## config.mk

```make
export PLATFORM = sky130hd
export DESIGN_NAME = mmio_responder
export DESIGN_NICKNAME = d
export VERILOG_FILES = /design/src/rtl/mmio_pkg.sv /design/src/rtl/btn_debounce.sv /design/src/rtl/mmio_responder.sv
export SDC_FILE = /design/constraint.sdc
export NUM_CORES = 1
export LEC_CHECK = 0
export BUFFER_PORTS_ARGS = -buffer_cell sky130_fd_sc_hd__buf_4
export CAP_MARGIN = 20
export CORE_MARGIN = 2
export CORE_UTILIZATION = 45
export CTS_BUF_LIST = sky130_fd_sc_hd__clkbuf_4 sky130_fd_sc_hd__clkbuf_8
export DETAILED_ROUTE_END_ITERATION = 7
export HOLD_SLACK_MARGIN = 0.05
export PLACE_DENSITY = 0.73
export REMOVE_ABC_BUFFERS = 1
export SLEW_MARGIN = 15
export SYNTH_ARGS = -nofsm -noshare
export SYNTH_HDL_FRONTEND = slang
export SYNTH_HIERARCHICAL = 1
export SYNTH_SLANG_ARGS = --single-unit
```

## constraint.sdc

```tcl
create_clock -name clock -period 3.8 [get_ports clock]
set_clock_uncertainty 0.1 [all_clocks]
set_input_delay 1.14 -clock clock [delete_from_list [all_inputs] [get_ports clock]]
set_output_delay 1.14 -clock clock [all_outputs]
set_load 0.01 [all_outputs]
```

## src/rtl/mmio_pkg.sv

```systemverilog
// Shared constants for the dmem-side MMIO responder:
// window base, register offsets and bus widths.
package mmio_pkg;
    localparam int         DATA_W      = 32;
    localparam int         ADDR_W      = 12;
    localparam logic [7:0] IO_BASE     = 8'hFF;
    localparam logic [3:0] OFF_BTN_RAW = 4'h0;
    localparam logic [3:0] OFF_BTN_EVT = 4'h1;
    localparam logic [3:0] OFF_LED     = 4'h2;
    localparam logic [3:0] OFF_CYCLE   = 4'h3;
endpackage

```

## src/rtl/btn_debounce.sv

```systemverilog
// One push-button: 2-flop synchronizer, stability counter
// and a pulse on the debounced 0->1 transition.
module btn_debounce #(
    parameter int DEBOUNCE_CYCLES = 50000
) (
    input  logic clock,
    input  logic reset,
    input  logic i_btn,
    output logic o_level,
    output logic o_rise
);
    localparam int CW = $clog2(DEBOUNCE_CYCLES) + 1;
    localparam logic [CW-1:0] LAST = CW'(DEBOUNCE_CYCLES - 1);

    logic          r_s1;
    logic          r_s2;
    logic          r_stable;
    logic [CW-1:0] r_cnt;
    logic          w_diff;
    logic          w_flip;

    assign w_diff = r_s2 != r_stable;
    assign w_flip = w_diff && (r_cnt == LAST);

    always_ff @(posedge clock) begin
        if (reset) begin
            r_s1     <= 1'b0;
            r_s2     <= 1'b0;
            r_stable <= 1'b0;
            r_cnt    <= '0;
        end else begin
            r_s1 <= i_btn;
            r_s2 <= r_s1;
            if (w_flip) begin
                r_stable <= r_s2;
                r_cnt    <= '0;
            end else if (w_diff) begin
                r_cnt <= r_cnt + 1'b1;
            end else begin
                r_cnt <= '0;
            end
        end
    end

    assign o_level = r_stable;
    // Fires on the same edge the level flips, so the event bit lines up.
    assign o_rise  = w_flip & r_s2;
endmodule

```

## src/rtl/mmio_responder.sv

```systemverilog
// I/O window at the top of dmem space: buttons, sticky events,
// LED register and a cycle counter; everything else goes to dmem.
module mmio_responder
    import mmio_pkg::*;
#(
    parameter logic [7:0] IO_BASE         = mmio_pkg::IO_BASE,
    parameter int         N_BTN           = 4,
    parameter int         DEBOUNCE_CYCLES = 50000
) (
    input  logic              clock,
    input  logic              reset,
    input  logic [ADDR_W-1:0] address,
    input  logic [DATA_W-1:0] data,
    input  logic              wren,
    output logic [DATA_W-1:0] q,
    output logic              dmem_wren,
    input  logic [DATA_W-1:0] dmem_q,
    input  logic [N_BTN-1:0]  btn,
    output logic [DATA_W-1:0] led,
    output logic              btn_irq
);
    logic              w_hit;
    logic              w_wr;
    logic [3:0]        w_off;
    logic [N_BTN-1:0]  w_level;
    logic [N_BTN-1:0]  w_rise;
    logic [N_BTN-1:0]  w_clr;
    logic [N_BTN-1:0]  w_evt_nxt;
    logic [DATA_W-1:0] w_rdata;

    logic              r_hit_q;
    logic [DATA_W-1:0] r_rdata;
    logic [DATA_W-1:0] r_led;
    logic [DATA_W-1:0] r_cyc;
    logic [N_BTN-1:0]  r_evt;
    logic              r_irq;

    assign w_hit     = address[ADDR_W-1:4] == IO_BASE;
    assign w_off     = address[3:0];
    assign w_wr      = w_hit & wren;
    assign dmem_wren = wren & ~w_hit;

    for (genvar g = 0; g < N_BTN; g++) begin : g_btn
        btn_debounce #(
            .DEBOUNCE_CYCLES(DEBOUNCE_CYCLES)
        ) u_db (
            .clock  (clock),
            .reset  (reset),
            .i_btn  (btn[g]),
            .o_level(w_level[g]),
            .o_rise (w_rise[g])
        );
    end

    // A new edge outranks a same-cycle W1C of that bit.
    assign w_clr = (w_wr && w_off == OFF_BTN_EVT) ? data[N_BTN-1:0] : '0;
    assign w_evt_nxt = (r_evt & ~w_clr) | w_rise;

    always_comb begin
        w_rdata = '0;
        unique case (1'b1)
            w_off == OFF_BTN_RAW: w_rdata[N_BTN-1:0] = w_level;
            w_off == OFF_BTN_EVT: w_rdata[N_BTN-1:0] = r_evt;
            w_off == OFF_LED:     w_rdata = r_led;
            w_off == OFF_CYCLE:   w_rdata = r_cyc;
            default:              w_rdata = '0;
        endcase
    end

    always_ff @(posedge clock) begin
        if (reset) begin
            r_hit_q <= 1'b0;
            r_rdata <= '0;
            r_led   <= '0;
            r_cyc   <= '0;
            r_evt   <= '0;
            r_irq   <= 1'b0;
        end else begin
            r_hit_q <= w_hit;
            r_rdata <= w_rdata;
            if (w_wr && w_off == OFF_LED) begin
                r_led <= data;
            end
            if (w_wr && w_off == OFF_CYCLE) begin
                r_cyc <= '0;
            end else begin
                r_cyc <= r_cyc + 1'b1;
            end
            r_evt <= w_evt_nxt;
            r_irq <= |w_evt_nxt;
        end
    end

    assign q       = r_hit_q ? r_rdata : dmem_q;
    assign led     = r_led;
    assign btn_irq = r_irq;
endmodule
```

==> results.yml, run 1 <==
final_layout:
  final_area_um2: 9610
  fin_util_pct: 55.9
  antenna_cells: 0
  fillers: 1604
  drive_gt1_share_pct: 24.1
  mostFrequentLayoutCells: "dfxtp_1, buf_4, nor2_1"
  nNetsFinal: 1125
  mostFrequentLayoutCell: "dfxtp_1"
  syn2layout_area_growth_pct: 22.0
timing:
  setup_viol: 0
  worst_pin_slew_ns: 0.938
  period_share_pct: 85.3
  hold_violations: 0
  fin_crit_ns: 3.24
  fin_ws_ns: 0.557
  max_freq_mhz: 308
  relSlewSlack_pct: 36.7
  fin_hold_ws_ns: 0.342
  slew_viol_final: 0
  grt_setup_unrepaired: "no"
drt:
  vias: 6700
  wire_per_inst_um: 14.1
  initialDrtViolationCount: 483
  first_pass_iters: 4
  via_per_inst: 5.26
  drt-total-wl_um: 17900
  post-route-drc-count: 0
  antenna_left: 0
cts:
  clock-sinks: 182
  numCtsBuffers: 17
  clkTransAtPathRegs_ns: 0.09
  cts.htree.levels: 4
  cts_tree: "built"
  clockBufferDepth: 2
  cts_resized: 0
  hold_buffers: 0
  clock_latency_ns: 0.47
  root_buffer: "clkbuf_8"
  cts_setup_buffers: 0
pwr:
  switching_share_pct: 22.5
  leakagePower_nw: 3.31
  power_switching_uw: 762
  seqPwrFrac_pct: 56.8
  internal_power_mw: 2.62
  power_frac_clock_pct: 37.8
  finalPower_mw: 3.38
  combPwrFrac_pct: 5.5
  ir_drop_mv: 0.216
  pwr_density_cell_nw_per_um2: 352
placement:
  dp_hpwl_um: 12900
  pre_cts_slack_ns: 0.573
  routabilityCongestion: 0.814
  placed_area_um2: 9210
  portBuffers: 148
setup_path:
  rrSetupSlack_ns: 1.32
  worst_ep_arrival_time_ns: 2.00
  reg2reg_to: "r_cyc[20]$_SDFF_PP0_"
  reg2regPathDepth: 5
  worstPathRequired_ns: 2.56
  crit_type: "in2out"
  crit_path_end_kind: "output port"
  startpoint: "address[10]"
  r2r_start: "r_cyc[0]$_SDFF_PP0_"
  worst_setup_path_start_kind: "primary input"
  cp_max_fo: 5
global_route:
  grt_start_max_net_pins: 56
  grt_pass1_vias: 6129
  grt-ovfl-total: 0
  grt_antenna_before_repair: 0
  grt_pass1_wl_um: 29000
  grt_use_total_pct: 19.4
floorplan:
  initial_utilization_pct: 45.8
  die_area_um2: 18600
  dieHeight_um: 136
  die_x_um: 136
  fp-row-count: 48
  io_pins: 149
  core_um2: 17200
hold_path:
  hp-start: "g_btn[2].u_db/r_s1$_SDFF_PP0_"
  min_delay_path_depth: 1
  hold_path_class: "reg2reg"
  holdPathEnd: "g_btn[2].u_db/r_s2$_SDFF_PP0_"
synth:
  ys_ff_latch: 182
  post_synth_num_cell_types: 47
  syn-cell-area_um2: 7870
  yosys_most_used_dff: "dfxtp_1"
  avgSynthCellArea_um2: 8.78
  synth_edf_count: 0
  synthCells: 897
  synthArstFlopShare_pct: 0
  synth_seq_area_share_pct: 46.3
  yosysWarnings: 6
run_status:
  status: "completed"
flow_run:
  maxCapViolCount: 0
## critical path: stages
cell,delay [ns]
buf_4,0.10
and4_1,0.27
and2_1,0.21
nor2b_1,0.12
buf_4,0.15
## cell families after synthesis
kind of cell             synth area share, %
AND/OR/NAND/NOR                         26.8
flip-flops                              46.3
AO/OA/AOI/OAI                           9.01
XOR/XNOR                                8.23
buffers and inverters                   3.23
multiplexers                            5.63
adder cells (fa/ha/maj)                0.795
## power groups by stage
stage	clock network [mW]	registers [mW]	logic, mW
floorplan	0	1.96	0.0584
global placement	0	1.96	0.183
detailed placement	0	1.96	0.185
CTS	1.31	1.92	0.186
global route	1.40	1.92	0.201
finish	1.28	1.92	0.184
## stage by stage
stage          TNS (ns)  cells
2_1_floorplan    -28.24    857
3_3_place_gp          0   1243
3_5_place_dp          0   1243
4_1_cts               0   1274
5_1_grt               0   1274
6_report              0   1274
## how the worst max path moves through the flow
stage                                endpoint  slack (ns)
after global routing                dmem_wren        0.52
after floorplan           r_cyc[1]$_SDFF_PP0_       -0.79
after detailed placement            dmem_wren        0.57
after CTS                           dmem_wren        0.57
final                               dmem_wren        0.56
after global placement              dmem_wren        0.60
## sequential cells by signal, summed over array words and instances (netlist names)
signal              count
r_cyc                  32
r_rdata                32
g_btn.u_db/r_cnt       68
btn_irq                 1
g_btn.u_db/r_s1         4
led                    32
r_evt                   4
g_btn.u_db/o_level      4
r_hit_q                 1
g_btn.u_db/r_s2         4
## cell type report
| cell class | instances | area (um2) | area share (%) |
|---|---|---|---|
| flip-flops and latches | 182 | 3640 | 37.9 |
| clock buffers | 19 | 255 | 2.66 |
| multi-input cells | 653 | 4010 | 41.7 |
| inverters | 22 | 82.6 | 0.860 |
| well taps | 225 | 282 | 2.93 |
| clock inverters | 12 | 130 | 1.35 |
| repair buffers | 161 | 1210 | 12.6 |
## synthesized netlist by cell type (19+ instances only)
cell type	number	area [um2]
nor4_1	30	188
a22oi_1	30	225
nor3_1	26	130
mux2_2	34	383
nor2_1	124	465
nand4_1	19	119
a21oi_1	54	270
nand2_1	96	360
dfxtp_1	182	3640
clkbuf_1	25	93.8
inv_1	22	82.6
xnor2_1	64	561
nand3_1	38	190
## metal layers
layer	global-route usage (%)	routed length, um
met3	5.37	1060
met1	24.2	7970
met5	0	0
met2	32.7	8640
met4	5.84	257
Power figures use the tool's default switching activity.
==> inputs of run 2 (changes only) <==
--- a/config.mk
+++ b/config.mk
@@ -12,6 +12,7 @@
 export CTS_BUF_LIST = sky130_fd_sc_hd__clkbuf_4 sky130_fd_sc_hd__clkbuf_8
 export DETAILED_ROUTE_END_ITERATION = 7
 export HOLD_SLACK_MARGIN = 0.05
+export MAX_ROUTING_LAYER = met4
 export PLACE_DENSITY = 0.73
 export REMOVE_ABC_BUFFERS = 1
 export SLEW_MARGIN = 15
==> run 2 against run 1 <==
Total power about the same; utilization unchanged; sequential share of layout area unchanged; sequential power about the same; cell area unchanged; count of clock-buffer cells in the layout unchanged; register-to-register slack about the same; non-clock buffer count unchanged; critical path type unchanged; highest routed layer unchanged.
==> results.yml, run 2 (same netlist as run 1, synthesis figures left out) <==
run_status:
  status: "completed"
setup_path:
  worst_setup_path_start_kind: "primary input"
  path_cells: "buf_4 > and4_1 > and2_1 > nor2b_1 > buf_4"
  cp_slowest_cell: "and4_1"
  cp_max_fo: 5
  crit_type: "in2out"
  reg2reg_to: "r_cyc[20]$_SDFF_PP0_"
  r2r_start: "r_cyc[0]$_SDFF_PP0_"
  rrSetupSlack_ns: 1.31
  cpLargestDelayFamily: "simple AND/OR/NAND/NOR gates"
  slowest_delay_ns: 0.27
  worstPathRequired_ns: 2.56
  path_common_cell: "buf_4"
  worst_ep_arrival_time_ns: 2.01
  crit_path_end_kind: "output port"
  critPathBufInv: 2
  reg2regPathDepth: 5
placement:
  dp_hpwl_um: 12900
  dp_cells: 1243
  portBuffers: 148
  routabilityCongestion: 0.826
floorplan:
  die_area_um2: 18600
  io_pins: 149
  dieHeight_um: 136
  die_x_um: 136
  initial_utilization_pct: 45.8
  core_um2: 17200
  fp-row-count: 48
cts:
  cts.htree.levels: 4
  root_buffer: "clkbuf_8"
  clock_latency_ns: 0.47
  cts_tree: "built"
  cts_setup_buffers: 0
  numCtsBuffers: 17
  clkTransAtPathRegs_ns: 0.09
  clock-sinks: 182
  hold_buffers: 0
  cts_resized: 0
  clockBufferDepth: 2
drt:
  initialDrtViolationCount: 487
  vias: 6734
  first_pass_iters: 5
  wire_per_inst_um: 14.1
  drt-total-wl_um: 18000
  post-route-drc-count: 0
  antenna_left: 0
  via_per_inst: 5.29
global_route:
  grt_util_met2_pct: 32.8
  grt_pass1_vias: 6125
  grt_antenna_before_repair: 0
  grt_use_total_pct: 20.0
  top_usage_layer: "met2"
  use_met3_pct: 5.37
  grt_start_max_net_pins: 56
  grt_pass1_wl_um: 29000
  grt-ovfl-total: 0
  grt_use_met1_pct: 24.1
timing:
  grt_setup_unrepaired: "no"
  period_share_pct: 85.5
  max_freq_mhz: 308
  hold_violations: 0
  worst_pin_slew_ns: 0.912
  setup_viol: 0
  fin_tns_setup_ns: 0
  fin_crit_ns: 3.25
  relSlewSlack_pct: 38.4
  fin_hold_ws_ns: 0.343
  slew_viol_final: 0
final_layout:
  nNetsFinal: 1125
  drive_gt1_share_pct: 24.1
  stdcell_count: 1274
  largest_reg_flops: 68
  largest_register: "g_btn.u_db/r_cnt"
  mostFrequentLayoutCell: "dfxtp_1"
  syn2layout_area_growth_pct: 22.0
  mostFrequentLayoutCells: "dfxtp_1, buf_4, nor2_1"
  antenna_cells: 0
hold_path:
  hold_path_class: "reg2reg"
  hp-start: "g_btn[3].u_db/r_s1$_SDFF_PP0_"
  min_delay_path_depth: 1
  holdPathEnd: "g_btn[3].u_db/r_s2$_SDFF_PP0_"
pwr:
  ir_drop_mv: 0.216
  pwr_density_cell_nw_per_um2: 352
  leakagePower_nw: 3.31
flow_run:
  maxCapViolCount: 0
[run 2: metal layers]
layer  wire length [um]  share of wire [%]  up-vias
li1                   -                  -     3426
met2               8620                 48      146
met3               1040                5.8       23
met5                  0                  0        -
met1               8080                 45     3139
met4                263                1.5        0
[run 2: worst max path at each step]
stage | startpoint | to | slack (ns) | cells past startpoint
finish | address[10] | dmem_wren | 0.55 | 5
global route | address[10] | dmem_wren | 0.52 | 5
CTS | address[10] | dmem_wren | 0.57 | 5
detailed placement | address[10] | dmem_wren | 0.57 | 5
global placement | address[10] | dmem_wren | 0.60 | 5
floorplan | address[2] | r_cyc[1]$_SDFF_PP0_ | -0.79 | 3
[run 2: final cells by class]
class	count	area (um2)
Clock buffer	19	255
Clock inverter	12	130
Fill cell	1604	7570
Inverter	22	82.6
Multi-Input combinational cell	653	4010
Sequential cell	182	3640
Tap cell	225	282
Timing Repair Buffer	161	1210
[run 2: where the power goes]
group | internal [mW] | switching (mW)
registers | 1.91 | 0.00673
clock network | 0.603 | 0.676
logic | 0.105 | 0.0794
total | 2.62 | 0.762
[run 2: per-stage QoR]
stage | cell area (um2) | util, % | total power [mW] | worst slack [ns]
after CTS | 9600 | 55.9 | 3.42 | 0.573
after global routing | 9610 | 55.9 | 3.52 | 0.516
final | 9610 | 55.9 | 3.38 | 0.552
after global placement | 9210 | 53.6 | 2.15 | 0.598
after floorplan | 7700 | - | 2.02 | -0.787
after detailed placement | 9210 | 53.6 | 2.15 | 0.573
